## src/rtl/i2c_cfg_seq_if.sv

```systemverilog
// Request/response channel between the configuration sequencer (master)
// and the byte-level I2C engine (slave).
interface i2c_cfg_seq_if;
    logic       req_valid;
    logic       req_ready;
    logic       req_rw;
    logic [6:0] req_dev;
    logic [7:0] req_reg;
    logic [7:0] req_wdata;
    logic       rsp_valid;
    logic       rsp_nack;
    logic [7:0] rsp_rdata;

    modport master (
        output req_valid, req_rw, req_dev, req_reg, req_wdata,
        input  req_ready, rsp_valid, rsp_nack, rsp_rdata
    );

    modport slave (
        input  req_valid, req_rw, req_dev, req_reg, req_wdata,
        output req_ready, rsp_valid, rsp_nack, rsp_rdata
    );
endinterface

```

## src/rtl/i2c_cfg_seq.sv

```systemverilog
// Table-driven I2C configuration sequencer: one register write per table entry,
// with gaps, delays, NACK retries. `CFG_READBACK_EN adds a verify-read per write.
module i2c_cfg_seq #(
    parameter logic [6:0]  DEV_ADDR  = 7'h48,
    parameter int unsigned TBL_AW    = 5,
    parameter int unsigned GAP_CYC   = 2700,
    parameter int unsigned DLY_UNIT  = 27000,
    parameter int unsigned MAX_RETRY = 3
) (
    input  logic              clk,
    input  logic              rst,
    input  logic              start,
    output logic              busy,
    output logic              done,
    output logic              err,
    output logic [TBL_AW-1:0] err_idx,
    output logic [TBL_AW-1:0] tbl_addr,
    input  logic [17:0]       tbl_data,
    i2c_cfg_seq_if.master     bus
);

    typedef enum logic [3:0] {
        S_IDLE, S_FETCH, S_DECODE, S_ISSUE, S_WAIT_RSP,
        S_GAP, S_DELAY, S_NEXT, S_DONE, S_ERROR
    } state_t;

    typedef enum logic [1:0] {OP_WR, OP_DLY, OP_NOP, OP_END} op_t;
    typedef enum logic [1:0] {TGT_NEXT, TGT_WR, TGT_RD} tgt_t;

    localparam int unsigned DLY_MAX = 255 * DLY_UNIT;
    localparam int unsigned CNT_MAX = (DLY_MAX > GAP_CYC) ? DLY_MAX : GAP_CYC;
    localparam int unsigned CNT_W   = (CNT_MAX < 1) ? 1 : $clog2(CNT_MAX + 1);
    localparam int unsigned RTY_W   = (MAX_RETRY < 1) ? 1 : $clog2(MAX_RETRY + 1);

    typedef logic [CNT_W-1:0]  cnt_t;
    typedef logic [RTY_W-1:0]  rty_t;
    typedef logic [TBL_AW-1:0] addr_t;

    localparam cnt_t  GAP_LOAD  = cnt_t'((GAP_CYC > 0) ? GAP_CYC - 1 : 0);
    localparam rty_t  RTY_MAX   = rty_t'(MAX_RETRY);
    localparam addr_t ADDR_LAST = '1;

    state_t     state_q, state_d;
    addr_t      tbl_addr_q, tbl_addr_d;
    addr_t      err_idx_q, err_idx_d;
    logic       busy_q, busy_d;
    logic       done_q, done_d;
    logic       err_q, err_d;
    logic       req_valid_q, req_valid_d;
    logic       req_rw_q, req_rw_d;
    logic [7:0] req_reg_q, req_reg_d;
    logic [7:0] req_wdata_q, req_wdata_d;
    cnt_t       cnt_q, cnt_d;
    rty_t       retry_q, retry_d;
    tgt_t       gap_tgt_q, gap_tgt_d;

    op_t        op;
    logic [7:0] ent_data;
    logic       rsp_ok;

    assign op       = op_t'(tbl_data[17:16]);
    assign ent_data = tbl_data[7:0];

`ifdef CFG_READBACK_EN
    localparam logic RB_EN = 1'b1;
    // A read attempt succeeds only if the slave returns what was written.
    assign rsp_ok = !bus.rsp_nack && (!req_rw_q || (bus.rsp_rdata == req_wdata_q));
`else
    localparam logic RB_EN = 1'b0;
    logic unused_rdata;
    assign rsp_ok       = !bus.rsp_nack;
    assign unused_rdata = ^bus.rsp_rdata;
`endif

    always_ff @(posedge clk) begin
        if (rst) begin
            state_q     <= S_IDLE;
            tbl_addr_q  <= '0;
            err_idx_q   <= '0;
            busy_q      <= 1'b0;
            done_q      <= 1'b0;
            err_q       <= 1'b0;
            req_valid_q <= 1'b0;
            req_rw_q    <= 1'b0;
            req_reg_q   <= '0;
            req_wdata_q <= '0;
            cnt_q       <= '0;
            retry_q     <= '0;
            gap_tgt_q   <= TGT_NEXT;
        end else begin
            state_q     <= state_d;
            tbl_addr_q  <= tbl_addr_d;
            err_idx_q   <= err_idx_d;
            busy_q      <= busy_d;
            done_q      <= done_d;
            err_q       <= err_d;
            req_valid_q <= req_valid_d;
            req_rw_q    <= req_rw_d;
            req_reg_q   <= req_reg_d;
            req_wdata_q <= req_wdata_d;
            cnt_q       <= cnt_d;
            retry_q     <= retry_d;
            gap_tgt_q   <= gap_tgt_d;
        end
    end

    always_comb begin
        state_d = state_q;
        case (state_q)
            S_IDLE:     if (start) state_d = S_FETCH;
            S_FETCH:    state_d = S_DECODE;
            S_DECODE: begin
                case (op)
                    OP_WR:   state_d = S_ISSUE;
                    OP_DLY:  state_d = (ent_data == 8'd0) ? S_NEXT : S_DELAY;
                    OP_NOP:  state_d = S_NEXT;
                    default: state_d = S_DONE;
                endcase
            end
            S_ISSUE:    if (bus.req_ready) state_d = S_WAIT_RSP;
            S_WAIT_RSP: begin
                if (bus.rsp_valid) begin
                    if (rsp_ok || (retry_q < RTY_MAX)) state_d = S_GAP;
                    else                               state_d = S_ERROR;
                end
            end
            S_GAP: begin
                if (cnt_q == '0) state_d = (gap_tgt_q == TGT_NEXT) ? S_NEXT : S_ISSUE;
            end
            S_DELAY:    if (cnt_q == '0) state_d = S_NEXT;
            S_NEXT:     state_d = (tbl_addr_q == ADDR_LAST) ? S_DONE : S_FETCH;
            S_DONE:     state_d = S_IDLE;
            S_ERROR:    state_d = S_IDLE;
            default:    state_d = S_IDLE;
        endcase
    end

    always_comb begin
        tbl_addr_d  = tbl_addr_q;
        err_idx_d   = err_idx_q;
        busy_d      = busy_q;
        done_d      = done_q;
        err_d       = err_q;
        req_valid_d = req_valid_q;
        req_rw_d    = req_rw_q;
        req_reg_d   = req_reg_q;
        req_wdata_d = req_wdata_q;
        cnt_d       = cnt_q;
        retry_d     = retry_q;
        gap_tgt_d   = gap_tgt_q;
        case (state_q)
            S_IDLE: begin
                if (start) begin
                    tbl_addr_d = '0;
                    busy_d     = 1'b1;
                    done_d     = 1'b0;
                    err_d      = 1'b0;
                    retry_d    = '0;
                end
            end
            S_DECODE: begin
                if (op == OP_WR) begin
                    req_reg_d   = tbl_data[15:8];
                    req_wdata_d = ent_data;
                    req_rw_d    = 1'b0;
                    req_valid_d = 1'b1;
                    retry_d     = '0;
                end else if (op == OP_DLY && ent_data != 8'd0) begin
                    cnt_d = cnt_t'(ent_data) * cnt_t'(DLY_UNIT) - cnt_t'(1);
                end
            end
            S_ISSUE: begin
                if (bus.req_ready) req_valid_d = 1'b0;
            end
            S_WAIT_RSP: begin
                if (bus.rsp_valid) begin
                    // With readback the retry budget spans the whole write+read
                    // pair, so it is only cleared once the entry fully succeeds.
                    if (rsp_ok) begin
                        cnt_d = GAP_LOAD;
                        if (RB_EN && !req_rw_q) begin
                            gap_tgt_d = TGT_RD;
                        end else begin
                            gap_tgt_d = TGT_NEXT;
                            retry_d   = '0;
                        end
                    end else if (retry_q < RTY_MAX) begin
                        cnt_d     = GAP_LOAD;
                        retry_d   = retry_q + rty_t'(1);
                        gap_tgt_d = TGT_WR;
                    end
                end
            end
            S_GAP: begin
                if (cnt_q == '0) begin
                    if (gap_tgt_q != TGT_NEXT) begin
                        req_valid_d = 1'b1;
                        req_rw_d    = RB_EN && (gap_tgt_q == TGT_RD);
                    end
                end else begin
                    cnt_d = cnt_q - cnt_t'(1);
                end
            end
            S_DELAY: begin
                if (cnt_q != '0) cnt_d = cnt_q - cnt_t'(1);
            end
            S_NEXT: begin
                if (tbl_addr_q != ADDR_LAST) tbl_addr_d = tbl_addr_q + addr_t'(1);
            end
            S_DONE: begin
                done_d = 1'b1;
                busy_d = 1'b0;
            end
            S_ERROR: begin
                err_d     = 1'b1;
                err_idx_d = tbl_addr_q;
                busy_d    = 1'b0;
            end
            default: ;
        endcase
    end

    assign busy          = busy_q;
    assign done          = done_q;
    assign err           = err_q;
    assign err_idx       = err_idx_q;
    assign tbl_addr      = tbl_addr_q;
    assign bus.req_valid = req_valid_q;
    assign bus.req_rw    = req_rw_q;
    assign bus.req_dev   = DEV_ADDR;
    assign bus.req_reg   = req_reg_q;
    assign bus.req_wdata = req_wdata_q;

endmodule

```

## src/flat_wrapper.sv

```systemverilog
// flat-port wrapper written by rule: the top's interface ports become plain ports
module i2c_cfg_seq_flat 
#(
    parameter logic [6:0]  DEV_ADDR  = 7'h48,
    parameter int unsigned TBL_AW    = 5,
    parameter int unsigned GAP_CYC   = 2700,
    parameter int unsigned DLY_UNIT  = 27000,
    parameter int unsigned MAX_RETRY = 3
)
  (clk, rst, start, busy, done, err, err_idx, tbl_addr, tbl_data, bus_req_valid, bus_req_rw, bus_req_dev, bus_req_reg, bus_req_wdata, bus_req_ready, bus_rsp_valid, bus_rsp_nack, bus_rsp_rdata);
  i2c_cfg_seq_if bus_i ();
  input  logic clk;
  input  logic rst;
  input  logic start;
  output logic busy;
  output logic done;
  output logic err;
  output logic [TBL_AW-1:0] err_idx;
  output logic [TBL_AW-1:0] tbl_addr;
  input  logic [17:0] tbl_data;
  output wire logic [$bits(bus_i.req_valid)-1:0] bus_req_valid;
  output wire logic [$bits(bus_i.req_rw)-1:0] bus_req_rw;
  output wire logic [$bits(bus_i.req_dev)-1:0] bus_req_dev;
  output wire logic [$bits(bus_i.req_reg)-1:0] bus_req_reg;
  output wire logic [$bits(bus_i.req_wdata)-1:0] bus_req_wdata;
  input wire logic [$bits(bus_i.req_ready)-1:0] bus_req_ready;
  input wire logic [$bits(bus_i.rsp_valid)-1:0] bus_rsp_valid;
  input wire logic [$bits(bus_i.rsp_nack)-1:0] bus_rsp_nack;
  input wire logic [$bits(bus_i.rsp_rdata)-1:0] bus_rsp_rdata;
  assign bus_req_valid = bus_i.req_valid;
  assign bus_req_rw = bus_i.req_rw;
  assign bus_req_dev = bus_i.req_dev;
  assign bus_req_reg = bus_i.req_reg;
  assign bus_req_wdata = bus_i.req_wdata;
  assign bus_i.req_ready = bus_req_ready;
  assign bus_i.rsp_valid = bus_rsp_valid;
  assign bus_i.rsp_nack = bus_rsp_nack;
  assign bus_i.rsp_rdata = bus_rsp_rdata;
  i2c_cfg_seq #(.DEV_ADDR(DEV_ADDR), .TBL_AW(TBL_AW), .GAP_CYC(GAP_CYC), .DLY_UNIT(DLY_UNIT), .MAX_RETRY(MAX_RETRY)) u_core (.clk(clk), .rst(rst), .start(start), .busy(busy), .done(done), .err(err), .err_idx(err_idx), .tbl_addr(tbl_addr), .tbl_data(tbl_data), .bus(bus_i));
endmodule
```

## config.mk

```make
export PLATFORM = sky130hd
export DESIGN_NAME = i2c_cfg_seq_flat
export DESIGN_NICKNAME = d
export VERILOG_FILES = /design/src/rtl/i2c_cfg_seq_if.sv /design/src/rtl/i2c_cfg_seq.sv /design/src/flat_wrapper.sv
export SDC_FILE = /design/constraint.sdc
export NUM_CORES = 1
export LEC_CHECK = 0
export BUFFER_PORTS_ARGS = -buffer_cell sky130_fd_sc_hd__buf_2
export CAP_MARGIN = 20
export CORE_ASPECT_RATIO = 0.6
export CORE_MARGIN = 2
export CORE_UTILIZATION = 30
export CTS_CLUSTER_SIZE = 40
export DETAILED_ROUTE_END_ITERATION = 8
export PLACE_DENSITY = 0.54
export SETUP_SLACK_MARGIN = 0.3
export SYNTH_ARGS = -nofsm -noshare
export SYNTH_HDL_FRONTEND = slang
export SYNTH_SLANG_ARGS = --single-unit
```

## constraint.sdc

```tcl
create_clock -name clk -period 12.7 [get_ports clk]
set_input_delay 0.635 -clock clk [delete_from_list [all_inputs] [get_ports clk]]
set_output_delay 0.635 -clock clk [all_outputs]
set_load 0.01 [all_outputs]
```

# --- Yosys cells after proc, flatten, opt, wreduce, memory -nomap -nowiden ---
# Cells that the tools add are included.
op_classes:
  n_addsub: 4
  multipliers: 1
  n_div: 0
  magnitude_cmp: 1
  n_eq_ne: 27
  n_shift: 0
  mux: 44
  n_bitwise: 0
  n_reduce_logical: 31
op_table:
  columns: ["op", "count"]
  rows:
  - ["2-to-1 mux 23 bit", 7]
  - ["one-hot mux 23 bit (4 select lines)", 1]
  - ["subtractor 23 x 1 -> 23 bit, second input constant", 2]
  - ["one-hot mux 4 bit (8 select lines)", 1]
  - ["2-to-1 mux 4 bit", 7]
  - ["logical NOT 23 bit", 1]
  - ["nonzero test 23 bit", 1]
  - ["multiplier 8 x 12 -> 20 bit, second input constant", 1]
  - ["== test 4 x 3 -> 1 bit, second input constant", 4]
  - ["!= test 2 x 1 -> 1 bit, second input constant", 8]
  - ["AND reduction 5 bit", 3]
  - ["2-to-1 mux 2 bit", 7]
  - ["one-hot mux 4 bit (3 select lines)", 1]
  - ["nonzero test 2 bit", 6]
  - ["2-to-1 mux 1 bit", 10]
  - ["2-to-1 mux 5 bit", 2]
  - ["!= test 2 bit, second input constant", 5]
  - ["one-hot mux 5 bit (2 select lines)", 1]
  - ["== test 4 x 2 -> 1 bit, second input constant", 2]
  - ["== test 4 bit, second input constant", 2]
  - ["logical NOT 8 bit", 1]
  - ["one-hot mux 1 bit (2 select lines)", 4]
  - ["AND reduction 2 bit", 4]
  - ["nonzero test 8 bit", 1]
  - ["23 further kinds", 26]
word_totals:
  register_bits: 62
  latchBits: 0
  ram_bits: 0
  rom_bits: 0
  wordCells: 121
  n_memories: 0

# --- Depth between registers and ports, before layout ---
# Gate-level depths: netlist (run 1).
depth:
  word_depth: 5
  mapped_depth: 18
  ltp_nobuf: 17

# --- Worst setup path before layout (run 1) ---
# Ideal clock, no wire load.
synth_path:
  path_type: "input -> register"
  from: "input tbl_data[5]"
  to: "register u_core.cnt_q[22]"
  setup_ns: 0.116
  arrival_ns: 5.313
  t_required_ns: 12.584
  slack_ns: 7.272
  path_stages: 16
  cell_sequence: "fa_1 > inv_1 > fa_1 > fa_1 > fa_1 > inv_1 > ha_1 > a21o_1 > a221o_1 > o31a_1 > and4_4 > or3_4 > and2_4 > nand2b_1 > or3_1 > a31o_1"
synth_between:
  elab_chain_len: 5
  word_cells_on_any_way: 9
synth_rtl:
  columns: ["element", "line_no", "source"]
  rows:
  - ["start, declared", "flat_wrapper.sv:20", "input logic [17:0] tbl_data;"]
  - ["multiplier 8 x 12 -> 20 bit", "i2c_cfg_seq.sv:169", "cnt_d = cnt_t'(ent_data) * cnt_t'(DLY_UNIT) - cnt_t'(1);"]
  - ["subtractor 23 x 1 -> 23 bit", "i2c_cfg_seq.sv:169", null]
  - ["2-to-1 mux 23 bit", "i2c_cfg_seq.sv:168", "end else if (op == OP_DLY && ent_data != 8'd0) begin"]
  - ["2-to-1 mux 23 bit", "i2c_cfg_seq.sv:162", "if (op == OP_WR) begin"]
  - ["one-hot mux 23 bit (4 select lines)", "i2c_cfg_seq.sv:151", "case (state_q)"]
  - ["end signal, assigned", "i2c_cfg_seq.sv:101", "cnt_q <= cnt_d;"]
  - ["end, declared", "i2c_cfg_seq.sv:53", "cnt_t cnt_q, cnt_d;"]
# Several ways; a longest one is shown, not always the timed one. The select of a mux whose other input is x is not followed.
# A chain may end at the register's enable or synchronous reset.

# --- Worst setup path after layout (run 1) ---
# Same ends and word-level chain as after synthesis.

==> results of run 1 <==
==> cells in the final DEF, fill, tap and decap left out, types with 4 or more instances in the layout <==
cell type	synthesis	routed
sky130_fd_sc_hd__xor2_1	15	15
sky130_fd_sc_hd__clkbuf_16	0	9
sky130_fd_sc_hd__or3_1	10	10
sky130_fd_sc_hd__nand2_1	68	68
sky130_fd_sc_hd__nor4_1	11	11
sky130_fd_sc_hd__nor3_1	23	23
sky130_fd_sc_hd__a22oi_1	10	10
sky130_fd_sc_hd__o211ai_1	8	8
sky130_fd_sc_hd__inv_1	80	80
sky130_fd_sc_hd__and3_1	5	5
sky130_fd_sc_hd__dfxtp_1	60	60
sky130_fd_sc_hd__a31oi_1	5	5
sky130_fd_sc_hd__nand3_1	13	13
sky130_fd_sc_hd__conb_1	2	8
sky130_fd_sc_hd__fa_1	25	25
sky130_fd_sc_hd__a211oi_1	8	7
sky130_fd_sc_hd__buf_2	1	53
sky130_fd_sc_hd__nor3b_1	4	4
sky130_fd_sc_hd__o21ai_0	45	45
sky130_fd_sc_hd__nor2b_1	7	7
sky130_fd_sc_hd__and2_1	5	5
sky130_fd_sc_hd__ha_1	63	63
sky130_fd_sc_hd__nand2b_1	7	7
sky130_fd_sc_hd__o22ai_1	7	7
sky130_fd_sc_hd__nand4_1	4	4
sky130_fd_sc_hd__xnor2_1	11	11
sky130_fd_sc_hd__mux2i_1	7	7
sky130_fd_sc_hd__a21oi_1	66	66
sky130_fd_sc_hd__nor2_1	67	67
sky130_fd_sc_hd__a21o_1	6	6
==> cell families (layout without fill, tap and decap cells) <==
logic type	after synthesis	in the layout
fa+ha+maj	88	88
simple gates	246	246
other cells	2	8
buf+inv	118	153
xor+xnor	26	26
compound gates	191	191
mux	8	8
flops	60	60
==> per-stage QoR <==
step | hold slack (ns) | setup WS, ns | utilization, % | std cells
final | 0.4538 | 6.972 | 34.55 | 1026
after global routing | 0.4680 | 6.649 | 34.55 | 1026
after CTS | 0.4581 | 7.003 | 34.51 | 1025
after detailed placement | 0.4490 | 6.635 | 32.64 | 1009
after global placement | 0.4413 | 6.694 | 32.64 | 1009
after floorplan | 0.4478 | 7.272 | - | 745
==> final cells by class <==
class                           count  area share (%)
Clock inverter                      4           1.461
Timing Repair Buffer               57           4.538
Tap cell                          246           4.730
Inverter                           80           4.614
Sequential cell                    60           18.46
Clock buffer                       12           3.942
Multi-Input combinational cell    567           62.26
==> power by group <==
group          total, mW  internal [mW]  switching (mW)
Combinational      0.885          0.340           0.545
Clock              0.292          0.202          0.0896
Sequential         0.250          0.214          0.0361
==> cells in the mapped netlist, types with 4 or more instances <==
cell / n / area (sq um)
sky130_fd_sc_hd__mux2i_1: 7 / 70.07
sky130_fd_sc_hd__nand2b_1: 7 / 43.79
sky130_fd_sc_hd__a21o_1: 6 / 45.04
sky130_fd_sc_hd__nor3_1: 23 / 115.1
sky130_fd_sc_hd__clkbuf_1: 27 / 101.4
sky130_fd_sc_hd__nor2_1: 67 / 251.5
sky130_fd_sc_hd__nand2_1: 68 / 255.2
sky130_fd_sc_hd__a21oi_1: 66 / 330.3
sky130_fd_sc_hd__o21ai_0: 45 / 225.2
sky130_fd_sc_hd__buf_4: 8 / 60.06
sky130_fd_sc_hd__dfxtp_1: 60 / 1201
sky130_fd_sc_hd__or3_1: 10 / 62.56
sky130_fd_sc_hd__nor4_1: 11 / 68.82
sky130_fd_sc_hd__a31oi_1: 5 / 31.28
sky130_fd_sc_hd__nor3b_1: 4 / 30.03
sky130_fd_sc_hd__and3_1: 5 / 31.28
sky130_fd_sc_hd__nand4_1: 4 / 25.02
sky130_fd_sc_hd__o22ai_1: 7 / 43.79
sky130_fd_sc_hd__xor2_1: 15 / 131.4
sky130_fd_sc_hd__a211oi_1: 8 / 60.06
sky130_fd_sc_hd__nand3_1: 13 / 65.06
sky130_fd_sc_hd__fa_1: 25 / 500.5
sky130_fd_sc_hd__and2_1: 5 / 31.28
sky130_fd_sc_hd__nor2b_1: 7 / 43.79
sky130_fd_sc_hd__xnor2_1: 11 / 96.34
sky130_fd_sc_hd__a22oi_1: 10 / 75.07
sky130_fd_sc_hd__ha_1: 63 / 788.3
sky130_fd_sc_hd__inv_1: 80 / 300.3
sky130_fd_sc_hd__o211ai_1: 8 / 60.06
==> worst paths after layout <==
| kind | end | slack (ns) | cells after the start |
|---|---|---|---|
| hold / removal | u_core.bus.req_reg[1]$_SDFFE_PP0P_ | 0.45 | 2 |
| setup / recovery | u_core.cnt_q[22]$_SDFFE_PP0P_ | 6.97 | 17 |
| setup reg to reg | u_core.cnt_q[16]$_SDFFE_PP0P_ | 9.37 | 12 |
| hold reg to reg | u_core.bus.req_reg[1]$_SDFFE_PP0P_ | 0.45 | 2 |
==> worst max-delay path, cell delays in order <==
cell and delay [ns]:
sky130_fd_sc_hd__buf_2 0.17, sky130_fd_sc_hd__fa_1 0.54, sky130_fd_sc_hd__inv_1 0.07, sky130_fd_sc_hd__fa_1 0.46, sky130_fd_sc_hd__fa_1 0.52, sky130_fd_sc_hd__fa_1 0.55
sky130_fd_sc_hd__inv_1 0.04, sky130_fd_sc_hd__ha_1 0.36, sky130_fd_sc_hd__a21o_1 0.22, sky130_fd_sc_hd__a221oi_1 0.61, sky130_fd_sc_hd__nor3_1 0.11, sky130_fd_sc_hd__a311oi_1 0.34
sky130_fd_sc_hd__o211ai_1 0.31, sky130_fd_sc_hd__nor4_2 0.33, sky130_fd_sc_hd__nand2b_1 0.11, sky130_fd_sc_hd__or3_1 0.36, sky130_fd_sc_hd__a31o_1 0.21
==> routing by layer <==
metal,global-route usage [%],vias up
met5,0,-
met4,2.688,0
met3,3.351,7
met2,20.00,116
met1,27.30,2431
li1,-,2658
==> run summary, run 1 <==
====================================================================================
Result of the run                                                          completed
Post-DRT Antenna Nets                                                              0
Residual DRC                                                                       0
Upper clock frequency limit                                                174.6 MHz
CTS-repair resized insts                                                           0
First-pass GRT wire length                                                  26370 um
Level count of the clock H-tree                                                    3
Hold_sp                                                                 u_core.bus.req_reg[1]$_SDFFE_PP0P_
Remaining Overflow, GRT                                                            0
Total GRT Usage                                                               16.12%
Detailed-route wire length on metal 1                                        9183 um
Post-detailed-route wirelength per cell                                     15.13 um
Largest family of logic cells by synthesized area                        adder cells
Post-synthesis simple-gate area fraction                                      21.55%
Sequential element share of the synthesized area                              21.02%
Total area of multi-input combinational cells                           0.004051 sq mm
Final Max Slew Viols                                                               0
Slew at the pin closest to its max-slew limit                              0.9157 ns
Worst-case vdd ir drop                                                  0.00006763 V
Critical Path Sink Type                                                         flop
Crit Reg-Reg Startpoint                                                 u_core.cnt_q[0]$_SDFFE_PP0P_
Average instance area after synthesis                                    7.732 sq um
Unrepaired setup endpoints after global routing                                false
Area of the placeable core                                              0.01884 sq mm
Tightest slew margin relative to the limit                                    38.48%
Critical path peak fanout                                                          7
Die extent in y                                                             110.9 um
Mapped Cells                                                                     739
Post-synthesis register bit count                                                 60
Count of flip-flops with a built-in enable after synthesis                         0
Netlist area before placement                                           0.005714 sq mm
CTS tree                                                                         yes
Required @ worst endpoint                                                   12.92 ns
Highest Signal Layer                                                            met4
Sink count of the clock tree                                                      60
Hold Crit Class                                                           reg -> reg
Clock Tree Buf Depth                                                               2
Final critical-path share of the clock period                                 45.10%
Area of the die                                                         0.02020 sq mm
Data arrival time at the worst-slack endpoint                                5.95 ns
Number of buffers inserted by hold repair at cts                                   0
# nets final                                                                     895
DIE WIDTH                                                                   182.2 um
Detailed-route vias per instance                                               5.080
Iteration-0 DRC Markers                                                          381
Fill cell instance count of the final layout                                    2031
Synth Flop Type                                                         sky130_fd_sc_hd__dfxtp_1
Cell Rows                                                                         39
Met3 wire length                                                              759 um
Synth-to-Final Area Change                                                    13.88%
Critical path launch point                                               tbl_data[5]
Min cycle time layout                                                       5.728 ns
RD Place Congestion                                                           0.8427
Leakage power figure                                                        2.874 nW
Largest net degree at the start of global routing                                 59
Sum Neg Setup Slack                                                             0 ns
Hpwl dp                                                                     11970 um
Flip-flop and latch area                                                0.001201 sq mm
Post-CTS setup repair buffer count                                                 0
Met2 wire length                                                             5482 um
Fraction of synthesized cell area in xor and xnor cells                       3.985%
Synthesis Warnings                                                                 0
Placed cell areas                                                       0.006148 sq mm
Max-capacitance violation count                                                    0
Worst-case clock skew                                                    0.006671 ns
Total routed wirelength                                                     15530 um
Category of the worst setup path launch point                           primary input
Crit Path Category                                                         in -> reg
Clk pin slew, worst setup/hold paths                                         0.05 ns
Total of buffers placed on input and output ports                                 53
Initial antenna violation count                                                    0
Ant. Diodes                                                                        0
Final hold viol count                                                              0
Number of vias in the routed layout                                             5212
Library cells used by synthesis                                                   69
Initial core utilization                                                      30.34%
Endpoints failing setup                                                            0
Number of global-route vias before repair                                       4908
Power Dens Cells                                                        219.3 mW/mm^2
Share of the synthesized area in compound gates (AO/OA/AOI/OAI)               20.78%
Share of flip-flops with an asynchronous set or reset after synthesis             0%
Router iterations before antenna repair                                            7
Overall power                                                               1.427 mW
Adder-cell share of the synthesized area                                      22.55%
Max FFs per register                                                              23
Mux contribution to synthesized area                                          1.423%
Fraction of final layout cells sized beyond drive strength 1                  11.28%
IO Count                                                                          70
Finished Cell Area                                                      0.006507 sq mm
Clock Root Buffer                                                       sky130_fd_sc_hd__clkbuf_16
Source-to-sink clock delay at the later pin of the worst-skew pair           0.33 ns
Number of buffers added by the clock tree synthesis step                           9
====================================================================================
No activity file was read; power rests on OpenSTA's default activity.
==> inputs of run 2 (changes only) <==
PLACE_DENSITY = 0.55   (was 0.54)
clock period = 5.2 ns   (was 12.7 ns; I/O delays follow)
==> run 2 against run 1 <==
Non-clock buffer count grew 44. Setup slack worse by 6.6 ns. Register-to-register slack lost 7.7 ns. Clock skew decreased by 0.0013 ns. Global-route usage increased by 0.45 points. Flip-flop and latch count did not move. Via count is 4.4% higher. Wire length rose by 5.2%. Die area is the same. Largest power group unchanged. Highest routed layer unchanged.
==> run summary, run 2 (synthesized netlist as in run 1, its figures left out) <==
=================================================================================
Source-to-sink clock delay at the later pin of the worst-skew pair        0.33 ns
Clk pin slew, worst setup/hold paths                                      0.06 ns
Area of the die                                                      0.02020 sq mm
First-pass GRT wire length                                               26820 um
Worst slack, placed                                                    -0.1134 ns
Fraction of final layout cells sized beyond drive strength 1               18.57%
Router iterations before antenna repair                                         6
Unrepaired setup endpoints after global routing                              true
Min setup slack post-route                                              0.3583 ns
Most repeated library cell on the critical path                      sky130_fd_sc_hd__fa_1
Max FFs per register                                                           23
Final Max Slew Viols                                                            0
Required @ worst endpoint                                                 5.42 ns
IO Count                                                                       70
Area of the placeable core                                           0.01884 sq mm
Critical path peak fanout                                                       5
DIE WIDTH                                                                182.2 um
Number of vias in the routed layout                                          5442
Hpwl dp                                                                  12730 um
Endpoints failing setup                                                         0
Critical Path Sink Type                                                      flop
# nets final                                                                  939
Die extent in y                                                          110.9 um
Min cycle time layout                                                    4.842 ns
Initial antenna violation count                                                 0
Critical path's slowest cell                                         sky130_fd_sc_hd__fa_1
Fill cell instance count of the final layout                                 2008
Clock Tree Buf Depth                                                            2
Total area of multi-input combinational cells                        0.004194 sq mm
Largest incremental delay on the critical path                            0.54 ns
Placed cell areas                                                    0.006439 sq mm
Ant. Diodes                                                                     0
Final critical-path share of the clock period                              93.11%
Detailed-route vias per instance                                            5.086
Family with the most delay on the worst path                          adder cells
List of cells traversed by the critical path                         buf_4 > fa_1 > inv_2 > fa_1 > fa_1 > fa_1 > inv_2 > ha_4 > a21o_1 > a221o_1 > o31a_1 > and4_4 > or3_4 > and2_4 > nand2b_4 > or3_1 > a31o_1
Crit Path Category                                                      in -> reg
Most common library cell in the layout ignoring fill and taps        sky130_fd_sc_hd__inv_1
Residual DRC                                                                    0
Iteration-0 DRC Markers                                                       575
Result of the run                                                       completed
Number of buffers added by the clock tree synthesis step                        9
CTS tree                                                                      yes
Commonest cells after routing, fill and taps aside                   sky130_fd_sc_hd__inv_1, sky130_fd_sc_hd__nand2_1, sky130_fd_sc_hd__nor2_1, sky130_fd_sc_hd__a21oi_1, sky130_fd_sc_hd__dfxtp_1
Upper clock frequency limit                                             206.5 MHz
Max-capacitance violation count                                                 0
Finished Cell Area                                                   0.006909 sq mm
Total routed wirelength                                                  16330 um
Cell Rows                                                                      39
CP bufs+invs                                                                    3
Number of global-route vias before repair                                    4986
Remaining Overflow, GRT                                                         0
Leakage power figure                                                     3.058 nW
Data arrival time at the worst-slack endpoint                             5.06 ns
Total GRT Usage                                                            16.58%
Synth-to-Final Area Change                                                 20.91%
Post-DRT Antenna Nets                                                           0
Sink count of the clock tree                                                   60
Initial core utilization                                                   30.34%
Slew at the pin closest to its max-slew limit                           0.8570 ns
Total of buffers placed on input and output ports                              53
Power Dens Cells                                                     544.7 mW/mm^2
Worst-case clock skew                                                 0.005407 ns
Final core utilization                                                     36.68%
Clock Root Buffer                                                    sky130_fd_sc_hd__clkbuf_16
Category of the worst setup path launch point                        primary input
Largest net degree at the start of global routing                              59
Tightest slew margin relative to the limit                                 42.86%
Hold Crit Class                                                         in -> reg
Level count of the clock H-tree                                                 3
Post-detailed-route wirelength per cell                                  15.26 um
RD Place Congestion                                                        0.8748
Worst-case vdd ir drop                                                0.0001866 V
Final hold viol count                                                           0
Flip-flop and latch area                                             0.001201 sq mm
=================================================================================
## run 2: final cells by class
type	count	area share, %
tap	246	4.455
inverter	80	4.346
clock buffer	9	3.260
clock inverter	7	0.7606
sequential	60	17.38
timing repair buffer	101	9.091
multi-input combinational	567	60.70
## run 2: where the power goes
group          leakage, nW  total (mW)  internal, mW  switching [mW]
logic                 2.45        2.60          1.13            1.47
registers            0.485       0.612         0.523          0.0885
clock network        0.124       0.552         0.323           0.228
## run 2: path summary, 6_finish.rpt
check / start / endpoint / slack [ns] / cells past startpoint
max: tbl_data[7] / u_core.cnt_q[22]$_SDFFE_PP0P_ / 0.36 / 17
min: tbl_data[10] / u_core.bus.req_reg[2]$_SDFFE_PP0P_ / 0.17 / 3
max reg2reg: u_core.cnt_q[0]$_SDFFE_PP0P_ / u_core.cnt_q[2]$_SDFFE_PP0P_ / 1.71 / 11
min reg2reg: u_core.bus.req_reg[2]$_SDFFE_PP0P_ / u_core.bus.req_reg[2]$_SDFFE_PP0P_ / 0.45 / 2
## run 2: what timing repair did
action	in CTS	in global routing
resized for setup	6	21
pin swaps	13	12
hold buffers	0	0
buffers inserted	1	6
endpoints found under the setup margin	1	7
hold endpoints to repair	0	0
## run 2: per-stage QoR
step	TNS (ns)	instances	hold slack [ns]	power, mW
6_report	0	1070	0.1685	3.763
5_1_grt	0	1070	0.1619	4.095
4_1_cts	0	1063	0.1598	3.564
3_5_place_dp	-0.1427	1046	0.4448	2.972
3_3_place_gp	-0.05614	1046	0.4383	2.961
2_1_floorplan	0	745	0.3960	2.317
## run 2: tightest hold or removal path: cells and delay by family
family	cells	cell delay, ns
AO/OA/AOI/OAI	1	0.05
buffers and inverters	1	0.10
AND/OR/NAND/NOR	1	0.04
## run 2: layer usage
layer	global-route usage [%]	vias to the layer above	share of wire, %
met5	0	-	0
met4	1.613	0	0.15
met3	4.796	4	7.2
met2	20.41	152	36
met1	27.78	2549	57
li1	-	2737	-
